`config.mk`:
```
export PLATFORM = sky130hd
export DESIGN_NAME = tdm_demux_1x8
export DESIGN_NICKNAME = d
export VERILOG_FILES = /design/src/rtl/tdm_demux_1x8.sv
export SDC_FILE = /design/constraint.sdc
export NUM_CORES = 1
export LEC_CHECK = 0
export ABC_AREA = 1
export CORE_AREA = 10 10 55 57
export DETAILED_ROUTE_END_ITERATION = 12
export DIE_AREA = 0 0 65 67
export PLACE_DENSITY = 0.79
export SYNTH_ARGS = -nofsm -noshare
export SYNTH_HDL_FRONTEND = slang
export SYNTH_SLANG_ARGS = --single-unit
```
`constraint.sdc`:
```
create_clock -name clk -period 1.7 [get_ports clk]
set_input_delay 0.34 -clock clk [delete_from_list [all_inputs] [get_ports clk]]
set_output_delay 0.34 -clock clk [all_outputs]
set_load 0.01 [all_outputs]
```
`src/rtl/tdm_demux_1x8.sv`:
```
// Purpose: rebuild 8-bit parallel frame words from a 1-bit-per-slot TDM serial stream.
// Latency: out/out_valid update on the same edge that samples the last slot bit.
// Backpressure: none; din_valid gaps simply hold state, and there is no ready to the link.
module tdm_demux_1x8 #(
  parameter int N_CH  = 8,
  parameter int SEL_W = $clog2(N_CH)
) (
  input  logic             clk,
  input  logic             rst_n,
  input  logic             din,
  input  logic             din_valid,
  input  logic             frame_sync,
  output logic [SEL_W-1:0] sel,
  output logic [N_CH-1:0]  out,
  output logic             out_valid,
  output logic             frame_err
);

  typedef enum logic {
    IDLE    = 1'b0,
    COLLECT = 1'b1
  } state_t;

  localparam logic [SEL_W-1:0] LAST_SLOT = SEL_W'(N_CH - 1);

  state_t          state;
  // The last slot goes straight to out, so only slots 0..N_CH-2 need shadowing.
  logic [N_CH-2:0] shadow;

  // Slot collection FSM: shadow fill, frame completion, and early-sync discard.
  always_ff @(posedge clk or negedge rst_n) begin
    if (!rst_n) begin
      state     <= IDLE;
      sel       <= '0;
      out       <= '0;
      out_valid <= 1'b0;
      frame_err <= 1'b0;
      shadow    <= '0;
    end else begin
      out_valid <= 1'b0;
      frame_err <= 1'b0;
      if (din_valid) begin
        case (state)
          IDLE: begin
            // Bits arriving before a sync are dropped silently.
            if (frame_sync) begin
              shadow[0] <= din;
              sel       <= SEL_W'(1);
              state     <= COLLECT;
            end
          end
          COLLECT: begin
            if (frame_sync) begin
              // Sync mid-frame: drop the partial word and restart at slot 0.
              frame_err <= 1'b1;
              shadow[0] <= din;
              sel       <= SEL_W'(1);
            end else if (sel == LAST_SLOT) begin
              out       <= {din, shadow};
              out_valid <= 1'b1;
              sel       <= '0;
              state     <= IDLE;
            end else begin
              shadow[sel] <= din;
              sel         <= sel + SEL_W'(1);
            end
          end
          default: begin
            state <= IDLE;
            sel   <= '0;
          end
        endcase
      end
    end
  end

endmodule

```
## Word level (Yosys, flattened, before mapping)

Index checks and enable logic that the tools add are counted.

| operators by class | value |
|---|---|
| $add $sub $neg | 1 |
| multiply operators | 0 |
| div/mod/pow operators | 0 |
| $lt $le $gt $ge | 2 |
| equal/unequal tests | 3 |
| shift operators | 0 |
| muxes and demuxes | 21 |
| bitwise operators | 3 |
| reductions and logical operators | 5 |

Operators with widths:

| operator | number |
|---|---|
| 2-to-1 mux 1 bit | 13 |
| 2-to-1 mux 3 bit | 3 |
| AND reduction 4 bit | 2 |
| bitwise mux 7 bit | 1 |
| case mux 3 bit (2 select lines) | 1 |
| less-than comparator 3 x 4 -> 1 bit (second input constant) | 1 |
| case mux 1 bit (2 select lines) | 2 |
| adder 3 x 1 -> 3 bit (second input constant) | 1 |
| demux 1 bit (select 3 bit) | 1 |
| equality test 3 bit (second input constant) | 1 |
| greater-or-equal comparator 3 x 1 -> 1 bit (second input constant) | 1 |
| != test 3 bit (second input constant) | 1 |
| NOT 1 bit | 3 |
| AND reduction 3 bit | 1 |
| != test 2 bit (second input constant) | 1 |
| AND reduction 2 bit | 1 |
| logical AND 1 bit | 1 |

| word-level totals | value |
|---|---|
| flip-flop bits (word level) | 21 |
| bits in latches | 0 |
| RAM bits | 0 |
| bits in read-only memories | 0 |
| input port bits | 5 |
| output and inout bits | 13 |
| word-level logic and storage cells | 42 |
| memories | 0 |

## Logic depth before layout (Yosys ltp)

Gate-level depths: netlist of the first run.

| logic depth | value |
|---|---|
| depth in word-level cells | 8 |
| gate-level depth with buffers | 9 |
| gate-level depth less buffers | 9 |

## Worst setup path after synthesis of the first run

OpenSTA, ideal clock, no wires.

| timing path | value |
|---|---|
| path kind | reg2reg |
| from | reg sel[0] |
| to | reg shadow[1] |
| setup time | 0.126 ns |
| data arrival time | 1.310 ns |
| data required time | 1.574 ns |
| setup slack | 0.265 ns |
| stages on the path, launching flop included | 9 |
| buffers on the path | 0 |
| clock period less this slack | 1.435 ns |
| cell sequence | dfrtp_1 ha_1 ha_1 inv_1 nand2_1 nor2_4 nand3_1 nand2_1 o21ai_1 |

| between the ends | value |
|---|---|
| word-level cells in the longest chain between the ends | 5 |
| elaborated cells on any way between the ends | 9 |
| classes of those cells | 2 x order compare; 1 x eq/ne; 3 x mux; 1 x bitwise; 2 x reduce/logical |

RTL lines:

| element | RTL line | RTL |
|---|---|---|
| start: declaration | 13 | `output logic [SEL_W-1:0] sel,` |
| start signal: assignment | 65 | `sel <= sel + SEL_W'(1);` |
| less-than comparator 3 x 4 -> 1 bit (not written as such) or greater-or-equal comparator 3 x 1 -> 1 bit (tied branches) | 64 | `shadow[sel] <= din;` |
| logical AND 1 bit (not written as such) | 64 |  |
| 2-to-1 mux 1 bit (not written as such) | 64 |  |
| demux 1 bit (select 3 bit) | 64 |  |
| bitwise mux 7 bit | 64 |  |
| end signal: indexed assignment | 64 |  |
| end: declaration | 28 | `logic [N_CH-2:0] shadow;` |

Several ways; a longest one is shown, not always the timed one.
A chain may end at the register's enable or synchronous reset.

## Final worst setup path of the first run

| timing path | value |
|---|---|
| from | reg sel[0] |
| to | out sel[0] |

No word-level cell between the ends.

==> flow_summary.yaml, run 1 <==
finish:
  fillerInstances: 180
  drive_gt1_frac: 0.1231
  final_nets: 138
  diodes: 0
  synthToLayoutAreaGrowth_pct: 31.23
worst_setup_path:
  path_class: "register to primary output"
  cp_slowest_stage_delay_ps: 560
  startpoint: "sel[0]"
  slowest_stage: "clkdlybuf4s50_1"
  path_buf_inv: 1
  required_ps: 1360
  cp-start-kind: "register"
  crit_path_end_kind: "primary output"
  reg2reg_depth: 8
  path_delay_family: "buffers and inverters"
  r2r_start: "sel[0]"
  rr_endpoint: "shadow[3]"
  crit_cells: 1
  rrSetupSlack_ps: 190
  crit_arrival_ps: 1300
  crit_path_cell_trace: "clkdlybuf4s50_1"
  path_max_fanout: 6
yosys:
  yosys.area.top_type_share: 0.5882
  synth_top_area_cell: "dfrtp_1"
  syn_nets: 110
  netlist_area_um2: 893.4
  synth-edff-count: 0
  postSynth.asyncResetShare: 1.000
  ys_warn_count: 0
  ys.flop_type: "dfrtp_1"
  yosys-top-cells-area: "dfrtp_1 (59%), nand2_1 (16%), nand3_1 (5.0%), o21ai_1 (4.5%), inv_1 (4.2%)"
  postSynthAreaPerCell_um2: 8.673
  synth-seq-cells: 21
  netlist-cell-type-count: 13
  netlist_instances: 103
  yosysSeqAreaShare: 0.5882
  post-synth-top-count-cell: "nand2_1"
  synth_commonest_cells: "nand2_1 (37), dfrtp_1 (21), inv_1 (10), nand3_1 (9), o21ai_1 (8)"
drt:
  drt_iter0_drc: 18
  viasPerCell: 4.752
  via_count: 746
  drc_errors: 0
  dr.pass1.iters: 4
  wl_per_cell_um: 11.35
  drtAntennaViolNets: 0
  drt_wl_total_um: 1782
outcome:
  status: "finished clean"
placed_design:
  place_hpwl_um: 1359
  io_buffers: 17
  globalplace.congestion: 0.8170
global_routing:
  overflow: 0
  antenna_found_initial: 0
  grt_pass1_wl_um: 2946
  grt_usage: 0.08658
  grt_max_degree: 22
  grt_pass1_vias: 692
cts:
  cts_buffer_depth: 2
  clkTransAtPathRegs_ps: 110
  clk_latency_ps: 310
  cts_tree: "yes"
  cts.sinks: 21
  root_buffer: "clkbuf_4"
  cts_buffers: 3
  htree_levels: 1
floorplan:
  dieArea_um2: 4355
  core_area_um2: 1942
  die_h_um: 67
  io_pins: 18
  row_count: 16
  die_x_um: 65
  initial_core_util: 0.4601
sta:
  final-hold-violation-count: 0
  fin_hold_ws_ps: 363.8
  min_period_ps: 1642
  fin_skew_ps: 1.201
  setup-violations-final: 0
  fmax_ghz: 0.6091
  min_period_over_period: 0.9658
  worstMarginPinSlew_ps: 264.8
  rsz0062_at_grt: "no"
  slew_headroom: 0.8235
  setup_tns_ps: 0
  slew_viol_final: 0
flow_run:
  max-cap-violations: 0
hold_path:
  hold_path_class: "input port to async pin"
power:
  finalPower_uw: 1127
  peakVddDrop_v: 0.0006114
  power.leakage_uw: 0.0005959
  p_per_area_nw_per_um2: 961.6
-- how the worst max path moves through the flow --
stage	endpoint	slack (ps)
6_report	sel[0]	60
5_1_grt	sel[0]	10
4_1_cts	sel[2]	20
3_5_place_dp	shadow[3]	120
3_3_place_gp	shadow[3]	160
2_1_floorplan	shadow[1]	260
-- flip-flops by register name (all words and copies together) (netlist names) --
register / cells
frame_err: 1
out: 8
out_valid: 1
sel: 3
shadow: 7
state: 1
-- placed cells by master (no fill, tap or decap), drive strengths merged --
cell / count
buf: 7
nor2: 5
clkbuf: 4
o21ai: 13
nand2: 39
ha: 2
dfrtp: 21
nand3: 9
clkdlybuf4s50: 17
inv: 12
nor3: 1
-- where the power goes --
part	switching, uW	internal [uW]
sequential	52.7	579
clock	150	91.8
combinational	130	124
-- metrics by stage --
| step | utilization | setup slack [ps] | instance area, um^2 | instances |
|---|---|---|---|---|
| detailed placement | 0.5741 | 116.7 | 1115 | 149 |
| global placement | 0.5741 | 162.7 | 1115 | 149 |
| finish | 0.6037 | 58.16 | 1172 | 157 |
| floorplan | - | 264.6 | 893.4 | 103 |
| global route | 0.6037 | 9.844 | 1172 | 157 |
| CTS | 0.5883 | 17.49 | 1142 | 153 |
-- kinds of logic (layout without fill, tap and decap cells) --
| group | count (synthesis) | count (layout) | synth area share |
|---|---|---|---|
| simple gates | 54 | 54 | 0.2549 |
| compound gates | 13 | 13 | 0.07283 |
| fa+ha+maj | 2 | 2 | 0.02801 |
| flops | 21 | 21 | 0.5882 |
| buf+inv | 13 | 40 | 0.05602 |
-- routing by layer --
layer / wire length [um] / GRT usage
met1: 819 / 0.09758
met2: 783 / 0.1305
met3: 130 / 0.03344
met4: 48 / 0.06417
met5: 0 / 0
-- layout make-up --
class / instances / area, um^2 / area share
timing repair buffer: 24 / 222.7 / 0.1900
sequential: 21 / 526.8 / 0.4493
multi-input combinational: 69 / 317.8 / 0.2711
tap: 27 / 33.78 / 0.02882
clock buffer: 4 / 26.28 / 0.02241
inverter: 12 / 45.04 / 0.03842
-- repair_timing --
item | in CTS | in global routing
hold endpoints to repair | 0 | 0
setup endpoints to repair | 1 | 3
gates resized for setup | 1 | 0
setup buffers | 0 | 4
hold buffers | 0 | 0
(Power assumes the default switching activity.)
==> run 2, diff against run 1 <==
Settings changed: HOLD_SLACK_MARGIN set to 0.05.
==> results of run 2 <==
Final layout, timing and power as in run 1 (identical DEF).
